## config.mk

```make
export PLATFORM = sky130hd
export DESIGN_NAME = apb_vgachargen_if_flat
export DESIGN_NICKNAME = d
export VERILOG_FILES = /design/src/rtl/apb_vgachargen_if_if.sv /design/src/rtl/apb_vgachargen_if.sv /design/src/flat_wrapper.sv
export SDC_FILE = /design/constraint.sdc
export NUM_CORES = 1
export LEC_CHECK = 0
export CAP_MARGIN = 20
export CORE_ASPECT_RATIO = 0.75
export CORE_MARGIN = 5
export CORE_UTILIZATION = 30
export DETAILED_ROUTE_END_ITERATION = 10
export DONT_BUFFER_PORTS = 1
export PLACE_DENSITY = 0.45
export REMOVE_ABC_BUFFERS = 1
export SLEW_MARGIN = 20
export SYNTH_ARGS = -nofsm -noshare
export SYNTH_HDL_FRONTEND = slang
export SYNTH_SLANG_ARGS = --single-unit
```

## constraint.sdc

```tcl
create_clock -name clk_i -period 4.1 [get_ports clk_i]
set_input_delay 0.41 -clock clk_i [delete_from_list [all_inputs] [get_ports clk_i]]
set_output_delay 0.41 -clock clk_i [all_outputs]
set_load 0.02 [all_outputs]
```

## src/rtl/apb_vgachargen_if_if.sv

```systemverilog
// APB3/APB4 bus bundle between a bus master and the character-generator bridge.
interface apb_vgachargen_if_if;
  logic        psel;
  logic        penable;
  logic        pwrite;
  logic [15:0] paddr;
  logic [31:0] pwdata;
  logic [3:0]  pstrb;
  logic [31:0] prdata;
  logic        pready;
  logic        pslverr;

  modport master (
    output psel, penable, pwrite, paddr, pwdata, pstrb,
    input  prdata, pready, pslverr
  );

  modport slave (
    input  psel, penable, pwrite, paddr, pwdata, pstrb,
    output prdata, pready, pslverr
  );
endinterface

```

## src/rtl/apb_vgachargen_if.sv

```systemverilog
// APB slave bridge onto the char-map, colour-map and glyph-table system ports.
// Byte strobes honoured only when APB_VGACHARGEN_PSTRB_EN is defined; otherwise every write is a full word.
module apb_vgachargen_if #(
  parameter int CH_MAP_ADDR_WIDTH = 12,
  parameter int CH_MAP_DATA_WIDTH = 8,
  parameter int CH_T_ADDR_WIDTH   = 7,
  parameter int CH_T_DATA_WIDTH   = 128
) (
  input  logic                         clk_i,
  input  logic                         rstn_i,
  apb_vgachargen_if_if.slave           apb,
  output logic [CH_MAP_ADDR_WIDTH-1:0] ch_map_addr_o,
  output logic [CH_MAP_DATA_WIDTH-1:0] ch_map_data_o,
  output logic                         ch_map_wen_o,
  input  logic [CH_MAP_DATA_WIDTH-1:0] ch_map_data_i,
  output logic [CH_MAP_ADDR_WIDTH-1:0] col_map_addr_o,
  output logic [7:0]                   col_map_data_o,
  output logic                         col_map_wen_o,
  input  logic [7:0]                   col_map_data_i,
  output logic [CH_T_ADDR_WIDTH-1:0]   ch_t_rw_addr_o,
  output logic [CH_T_DATA_WIDTH-1:0]   ch_t_rw_data_o,
  output logic                         ch_t_rw_wen_o,
  input  logic [CH_T_DATA_WIDTH-1:0]   ch_t_rw_data_i
);

  typedef enum logic [2:0] {
    S_IDLE, S_WR, S_RD1, S_RD2, S_RMW_RD, S_RMW_CAP, S_RMW_WR, S_RESP
  } state_e;

  typedef enum logic [1:0] {
    RGN_MAP = 2'b00,
    RGN_COL = 2'b01,
    RGN_GLY = 2'b10,
    RGN_BAD = 2'b11
  } region_e;

  state_e                     state_q,  state_d;
  region_e                    region_q, region_d;
  logic [13:2]                addr_q,   addr_d;
  logic [31:0]                wdata_q,  wdata_d;
  logic [3:0]                 strb_q,   strb_d;
  logic                       err_q,    err_d;
  logic [31:0]                prdata_q, prdata_d;
  logic [CH_T_DATA_WIDTH-1:0] merge_q,  merge_d;

  logic [3:0] strb_in;
  logic [1:0] word;
  logic       active;
  logic       setup;

`ifdef APB_VGACHARGEN_PSTRB_EN
  assign strb_in = apb.pstrb;
`else
  logic unused_pstrb;
  assign strb_in      = 4'hF;
  assign unused_pstrb = ^apb.pstrb;
`endif

  assign word   = addr_q[3:2];
  assign active = (state_q != S_IDLE);
  assign setup  = apb.psel && !apb.penable;

  always_comb begin
    // NOTE: every next-state value takes its hold value first so no path leaves one unassigned (no latches).
    state_d  = state_q;
    region_d = region_q;
    addr_d   = addr_q;
    wdata_d  = wdata_q;
    strb_d   = strb_q;
    err_d    = err_q;
    prdata_d = prdata_q;
    merge_d  = merge_q;

    case (state_q)
      S_IDLE: begin
        if (setup) begin
          region_d = region_e'(apb.paddr[15:14]);
          addr_d   = apb.paddr[13:2];
          wdata_d  = apb.pwdata;
          strb_d   = strb_in;
          err_d    = (apb.paddr[15:14] == 2'b11) || (apb.paddr[1:0] != 2'b00);
          if (err_d) begin
            // Error transfers return zero, so the capture register is cleared here.
            prdata_d = '0;
            state_d  = S_RESP;
          end else if (!apb.pwrite) begin
            state_d = S_RD1;
          end else if (apb.paddr[15:14] == 2'b10) begin
            state_d = S_RMW_RD;
          end else begin
            state_d = S_WR;
          end
        end
      end
      S_WR:     state_d = S_RESP;
      S_RD1:    state_d = S_RD2;
      S_RD2: begin
        case (region_q)
          RGN_MAP: prdata_d = 32'(ch_map_data_i);
          RGN_COL: prdata_d = 32'(col_map_data_i);
          RGN_GLY: prdata_d = ch_t_rw_data_i[32*int'(word) +: 32];
          default: prdata_d = '0;
        endcase
        state_d = S_RESP;
      end
      S_RMW_RD: state_d = S_RMW_CAP;
      S_RMW_CAP: begin
        merge_d = ch_t_rw_data_i;
        for (int b = 0; b < 4; b++) begin
          if (strb_q[b]) merge_d[32*int'(word) + 8*b +: 8] = wdata_q[8*b +: 8];
        end
        state_d = S_RMW_WR;
      end
      S_RMW_WR: state_d = S_RESP;
      S_RESP:   state_d = S_IDLE;
      default:  state_d = S_IDLE;
    endcase
  end

  always_ff @(posedge clk_i) begin
    // NOTE: state registers use non-blocking assignments; reset is sampled on the clock edge like any other input.
    if (!rstn_i) begin
      state_q  <= S_IDLE;
      region_q <= RGN_MAP;
      addr_q   <= '0;
      wdata_q  <= '0;
      strb_q   <= '0;
      err_q    <= 1'b0;
      prdata_q <= '0;
      merge_q  <= '0;
    end else begin
      state_q  <= state_d;
      region_q <= region_d;
      addr_q   <= addr_d;
      wdata_q  <= wdata_d;
      strb_q   <= strb_d;
      err_q    <= err_d;
      prdata_q <= prdata_d;
      merge_q  <= merge_d;
    end
  end

  // Addresses follow the latched transfer while busy and rest at zero when idle.
  assign ch_map_addr_o  = active ? addr_q[2 +: CH_MAP_ADDR_WIDTH] : '0;
  assign col_map_addr_o = active ? addr_q[2 +: CH_MAP_ADDR_WIDTH] : '0;
  assign ch_t_rw_addr_o = active ? addr_q[4 +: CH_T_ADDR_WIDTH]   : '0;

  assign ch_map_data_o  = active ? wdata_q[CH_MAP_DATA_WIDTH-1:0] : '0;
  assign col_map_data_o = active ? wdata_q[7:0] : '0;
  assign ch_t_rw_data_o = merge_q;

  assign ch_map_wen_o  = (state_q == S_WR) && (region_q == RGN_MAP) && strb_q[0];
  assign col_map_wen_o = (state_q == S_WR) && (region_q == RGN_COL) && strb_q[0];
  assign ch_t_rw_wen_o = (state_q == S_RMW_WR);

  assign apb.pready  = (state_q == S_RESP);
  assign apb.pslverr = (state_q == S_RESP) && err_q;
  assign apb.prdata  = prdata_q;

  a_wen_onehot: assert property (@(posedge clk_i) disable iff (!rstn_i)
    $onehot0({ch_map_wen_o, col_map_wen_o, ch_t_rw_wen_o}));

  a_pready_single: assert property (@(posedge clk_i) disable iff (!rstn_i)
    apb.pready |=> !apb.pready);

endmodule

```

## src/flat_wrapper.sv

```systemverilog
// flat-port wrapper written by rule: the top's interface ports become plain ports
module apb_vgachargen_if_flat 
#(
  parameter int CH_MAP_ADDR_WIDTH = 12,
  parameter int CH_MAP_DATA_WIDTH = 8,
  parameter int CH_T_ADDR_WIDTH   = 7,
  parameter int CH_T_DATA_WIDTH   = 128
)
  (clk_i, rstn_i, ch_map_addr_o, ch_map_data_o, ch_map_wen_o, ch_map_data_i, col_map_addr_o, col_map_data_o, col_map_wen_o, col_map_data_i, ch_t_rw_addr_o, ch_t_rw_data_o, ch_t_rw_wen_o, ch_t_rw_data_i, apb_psel, apb_penable, apb_pwrite, apb_paddr, apb_pwdata, apb_pstrb, apb_prdata, apb_pready, apb_pslverr);
  apb_vgachargen_if_if apb_i ();
  input  logic clk_i;
  input  logic rstn_i;
  output logic [CH_MAP_ADDR_WIDTH-1:0] ch_map_addr_o;
  output logic [CH_MAP_DATA_WIDTH-1:0] ch_map_data_o;
  output logic ch_map_wen_o;
  input  logic [CH_MAP_DATA_WIDTH-1:0] ch_map_data_i;
  output logic [CH_MAP_ADDR_WIDTH-1:0] col_map_addr_o;
  output logic [7:0] col_map_data_o;
  output logic col_map_wen_o;
  input  logic [7:0] col_map_data_i;
  output logic [CH_T_ADDR_WIDTH-1:0] ch_t_rw_addr_o;
  output logic [CH_T_DATA_WIDTH-1:0] ch_t_rw_data_o;
  output logic ch_t_rw_wen_o;
  input  logic [CH_T_DATA_WIDTH-1:0] ch_t_rw_data_i;
  input wire logic [$bits(apb_i.psel)-1:0] apb_psel;
  input wire logic [$bits(apb_i.penable)-1:0] apb_penable;
  input wire logic [$bits(apb_i.pwrite)-1:0] apb_pwrite;
  input wire logic [$bits(apb_i.paddr)-1:0] apb_paddr;
  input wire logic [$bits(apb_i.pwdata)-1:0] apb_pwdata;
  input wire logic [$bits(apb_i.pstrb)-1:0] apb_pstrb;
  output wire logic [$bits(apb_i.prdata)-1:0] apb_prdata;
  output wire logic [$bits(apb_i.pready)-1:0] apb_pready;
  output wire logic [$bits(apb_i.pslverr)-1:0] apb_pslverr;
  assign apb_i.psel = apb_psel;
  assign apb_i.penable = apb_penable;
  assign apb_i.pwrite = apb_pwrite;
  assign apb_i.paddr = apb_paddr;
  assign apb_i.pwdata = apb_pwdata;
  assign apb_i.pstrb = apb_pstrb;
  assign apb_prdata = apb_i.prdata;
  assign apb_pready = apb_i.pready;
  assign apb_pslverr = apb_i.pslverr;
  apb_vgachargen_if #(.CH_MAP_ADDR_WIDTH(CH_MAP_ADDR_WIDTH), .CH_MAP_DATA_WIDTH(CH_MAP_DATA_WIDTH), .CH_T_ADDR_WIDTH(CH_T_ADDR_WIDTH), .CH_T_DATA_WIDTH(CH_T_DATA_WIDTH)) u_core (.clk_i(clk_i), .rstn_i(rstn_i), .apb(apb_i), .ch_map_addr_o(ch_map_addr_o), .ch_map_data_o(ch_map_data_o), .ch_map_wen_o(ch_map_wen_o), .ch_map_data_i(ch_map_data_i), .col_map_addr_o(col_map_addr_o), .col_map_data_o(col_map_data_o), .col_map_wen_o(col_map_wen_o), .col_map_data_i(col_map_data_i), .ch_t_rw_addr_o(ch_t_rw_addr_o), .ch_t_rw_data_o(ch_t_rw_data_o), .ch_t_rw_wen_o(ch_t_rw_wen_o), .ch_t_rw_data_i(ch_t_rw_data_i));
endmodule
```

Word level (Yosys, flattened, before mapping)

Cells that the tools add are included.

Register bits: 211
Input port bits: 201
Latch bits: 0
Memories: 0
Output and inout bits: 212
Bits in writable memories: 0
ROM bits: 0

Mux-type cells: 23
Multipliers: 0
Equality and inequality tests: 13
Magnitude comparators: 0
Bitwise gates (word level): 0
Reductions and logical operators: 16
Div/mod/pow operators: 0
Shifts and indexed selects: 9
Add/subtract/negate cells: 7

Operators with widths:

| kind                                                                      | count |
|---|---|
| 128-bit 2-to-1 mux                                                        | 7 |
| 128-bit bitwise mux                                                       | 4 |
| 8-bit by 33-bit variable shift with 128-bit output (first input constant) | 4 |
| 8-bit by 33-bit variable part select with 128-bit output                  | 4 |
| 128-bit by 8-bit variable part select with 32-bit output                  | 1 |
| 32-bit negator with 33-bit output                                         | 3 |
| 32-bit case mux with 3 select lines                                       | 1 |
| 32-bit 2-to-1 mux                                                         | 2 |
| 32-bit case mux with 2 select lines                                       | 1 |
| 7-bit negator with 33-bit output                                          | 1 |
| 3-bit case mux with 6 select lines                                        | 1 |
| 7-bit by 5-bit adder with 8-bit output (second input constant)            | 2 |
| 3-bit == test (second input constant)                                     | 4 |
| 12-bit 2-to-1 mux                                                         | 1 |
| 3-bit 2-to-1 mux                                                          | 4 |
| 7-bit by 4-bit adder with 8-bit output (second input constant)            | 1 |
| 8-bit 2-to-1 mux                                                          | 1 |
| 7-bit 2-to-1 mux                                                          | 1 |
| 2-bit == test (second input constant)                                     | 3 |
| 3-bit by 2-bit == test with 1-bit output (second input constant)          | 2 |
| 1-bit logical AND                                                         | 6 |
| 2-bit by 1-bit inequality test with 1-bit output (second input constant)  | 2 |
| 2-bit nonzero test                                                        | 2 |
| 3-bit by 1-bit == test with 1-bit output (second input constant)          | 1 |
| other kinds (9)                                                           | 9 |

Logic depth before layout (Yosys ltp)

Depth in word-level cells: 13
Depth in mapped cells: 8
Gate-level depth less buffers: 6

Least setup slack after synthesis

No wires, ideal clock.

Path kind: reg-to-reg
Start: register u_core.addr_q[2] (netlist name)
End: register u_core.merge_q[64] (netlist: u_core.ch_t_rw_data_o[64])
Buffers on the path: 1
Cell stages (with the launch flop): 8
Arrival time: 1934 ps
Library setup time: 65 ps
Period minus slack after synthesis: 1998 ps
Path slack: 2102 ps
Path through: dfxtp_1 > clkbuf_1 > inv_1 > ha_1 > or3b_1 > nor3_2 > a221oi_1 > nor2_1

Word-level cells in the longest chain between the ends: 13
Elaborated cells on any way between the ends: 26

Ends and longest elaborated chain:

| element                                                                                    | RTL line                 | RTL |
|---|---|---|
| start: declaration                                                                         | apb_vgachargen_if.sv:39  | `logic [13:2] addr_q, addr_d;` |
| start signal: assignment                                                                   | apb_vgachargen_if.sv:134 | `addr_q <= addr_d;` |
| parallel branches: the longest is 12 deep, another holds 32-bit negator with 33-bit output | n/a                      |  |
| 128-bit 2-to-1 mux (*)                                                                     | apb_vgachargen_if.sv:110 | `if (strb_q[b]) merge_d[32*int'(word) + 8*b +: 8] = wdata_q[8*b +: 8];` |
| end signal: assignment                                                                     | apb_vgachargen_if.sv:139 | `merge_q <= merge_d;` |
| end: declaration                                                                           | apb_vgachargen_if.sv:44  | `logic [CH_T_DATA_WIDTH-1:0] merge_q, merge_d;` |

Every way passes the cells marked *. The select of a mux whose other input is x is not followed.
A chain may end at the register's enable or synchronous reset.

Final worst setup path

Start: register u_core.addr_q[2] (netlist name)
End: register u_core.merge_q[35] (netlist: u_core.ch_t_rw_data_o[35])

Same word-level chain as after synthesis.

==> flow_summary.ini <==
[worst_setup_path]
start_kind = flop
path_class = reg -> reg
critical_path.max_stage_delay_ns = 0.79
regToRegStartpoint = u_core.addr_q[2]$_SDFFE_PN0P_
crit_chain = inv_1, ha_1, or3b_1, nor3_2, a221oi_1, nor2_1
required_ns = 4.57
crit_family = simple AND/OR/NAND/NOR gates
path_max_fanout = 19
critPathCaptureType = flop
slowest_stage = nor3_2
critical_path_buf_inv_count = 1
setup.worst_path.start = u_core.addr_q[2]$_SDFFE_PN0P_
reg2regPathDepth = 6
worst-endpoint-arrival_ns = 3.46
cp.depth = 6

[power]
p_clk_share_pct = 40.9
peakVddDrop_mv = 0.323
leakage_nw = 3.86
p_total_w = 0.00538
power_frac_seq_pct = 47.3
swShare_pct = 30.6
p_comb_share_pct = 11.8
p_int_w = 0.00373
powerDensity_mw_per_mm2 = 495
p_switching_w = 0.00164

[route]
vias = 8343
first_iter_violations = 774
vias_per_cell = 5.84
routedWlPerCell_um = 27.7
dr.pass1.iters = 6
ant_nets = 0
routed_wl_mm = 39.5
post-route-drc-count = 0

[floorplan]
rows = 56
chipHeight_um = 165
die_area_sq_mm = 0.0356
die_w_um = 216
top_level_ports = 413
start_util_pct = 30.5
core_sq_mm = 0.0314

[yosys]
syn_area_sq_mm = 0.00958
synth_seq_cells = 211
syn_avg_cell_area_sq_um = 9.15
synth_edf_count = 0
yosys_warnings = 0
syn-instance-count = 1047
synthArstFlopShare_pct = 0
ys_types = 44
synthFlopType = dfxtp_1
ys_seq_area_share_pct = 44.1

[finish]
register_area_sq_mm = 0.00423
final_common_cell = dfxtp_1
multi_input_area_sq_mm = 0.00473
drive_gt1_share_pct = 10.5
num-fill-cells = 3241
final_cell_mix = dfxtp_1 (209), nor2_1 (151), a221oi_1 (128), o21ai_0 (127), nand2_1 (96)
area_delta_synth_final_pct = 13.3
final_cells = 1429
n_antenna_cell = 0
final_area_sq_mm = 0.0109
final_nets = 1211

[sta]
relSlewSlack_pct = 22.5
finClkSkew_ns = 0.0115
hold_violations = 0
rsz0062_at_grt = no
fin_crit_ns = 3.00
setup_viol = 0
timing.final.crit_share_pct = 73.1
max_freq_mhz = 334
finalMaxSlewViolations = 0
timing.final.ws_setup_ns = 1.10
worst_pin_slew_ns = 1.16
fin_tns_setup_ns = 0

[global_route]
grt_pass1_vias = 8316
grt_pass1_wl_mm = 56.8
grt_overflow = 0
globalRouteTotalUtil_pct = 20.9
antenna_found_initial = 0
grt_max_degree = 178

[place]
port_buffers = 0
hpwl_mm = 25.5
placed_area_sq_mm = 0.00963
dp_slack_ns = 1.18
dp_cells = 1343
place_congestion = 0.804

[run]
drv_cap = 0

[cts]
cts_tree = done
cts.sinks = 211
cts.clk_slew.worst_paths_ns = 0.06
ctsHoldBuffers = 41
clock_tree.buffer_depth = 3
htree_levels = 1
cts-root-buf = clkbuf_16
clk_latency_ns = 0.53
cts_made_buffers = 25
post_cts_buffers = 0
cts_resized = 0

[min_path]
hold_start = apb_paddr[15]
hp-class = in -> reg
min_path_cells = 2

[status]
status = finished, final reports clean
cells by family (layout without fill, tap and decap cells):
logic type | Yosys count | count (layout) | share of synthesized area [%]
AOI/OAI and AO/OA | 355 | 355 | 26.5
and+or+nand+nor | 296 | 296 | 13.5
DFF | 211 | 211 | 44.1
buffers and inverters | 132 | 108 | 7.15
muxes | 48 | 48 | 8.15
adders and majority gates | 5 | 5 | 0.653
state kept, by name, summed over array words and instances, names as in the netlist:
name and cells:
u_core.ch_t_rw_data_o 128, u_core.apb.prdata 32, u_core.wdata_q 32, u_core.addr_q 12
u_core.state_q 3, u_core.region_q 2, u_core.err_q 1, u_core.strb_q 1
power by group through the flow:
stage / clock (W) / sequential, W / combinational (W)
after floorplan: 0 / 0.00252 / 0.000418
after global placement: 0 / 0.00259 / 0.000590
after detailed placement: 0 / 0.00259 / 0.000597
after CTS: 0.00226 / 0.00255 / 0.000634
after global routing: 0.00234 / 0.00256 / 0.000702
final: 0.00220 / 0.00254 / 0.000632
per-layer routing:
metal  GRT usage (%)  routed length [um]  share of wire [%]
met5               0                   0                  0
met4            5.66                 985                2.5
met2            33.0               17800                 45
met3            6.87                3610                9.1
met1            27.6               17100                 43
Yosys cell counts (2+ instances only):
cell	count	share of area, %
mux2i_1	24	2.5
mux4_2	24	5.6
a21oi_1	4	0.21
nand3b_1	2	0.16
ha_1	5	0.65
o21ai_0	127	6.6
nor2_1	152	6.0
nand2b_1	2	0.13
a22o_1	24	2.2
o2bb2ai_1	8	0.73
nand2_1	100	3.9
a21boi_1	37	2.9
clkbuf_1	55	2.2
a221oi_1	128	12
inv_1	3	0.12
o22ai_1	8	0.52
buf_4	31	2.4
nor3_2	7	0.73
dfxtp_1	211	44
nor2b_1	19	1.2
o21ai_1	2	0.10
buf_2	39	2.0
o21a_1	4	0.31
a21boi_0	9	0.71
buf_6	3	0.35
through the flow:
stage,utilization [%],hold slack (ns)
after floorplan,-,0.430
after global placement,30.7,0.437
after detailed placement,30.7,0.443
after CTS,34.5,0.000882
after global routing,34.6,0.0128
final,34.6,0.0243
worst paths after layout:
path	slack (ns)	end
max	1.10	u_core.ch_t_rw_data_o[35]$_SDFFE_PN0P_
min	0.02	u_core.region_q[1]$_SDFFE_PN0P_
max reg2reg	1.10	u_core.ch_t_rw_data_o[35]$_SDFFE_PN0P_
min reg2reg	0.45	u_core.addr_q[10]$_SDFFE_PN0P_
cell type report:
type | instances | area share [%]
Inverter | 3 | 0.104
Multi-Input combinational cell | 704 | 43.6
Clock inverter | 5 | 0.334
Timing Repair Buffer | 60 | 5.21
Clock buffer | 40 | 7.11
Sequential cell | 211 | 39.0
Tap cell | 406 | 4.68
Note: power is estimated with default switching activity, not from simulation.
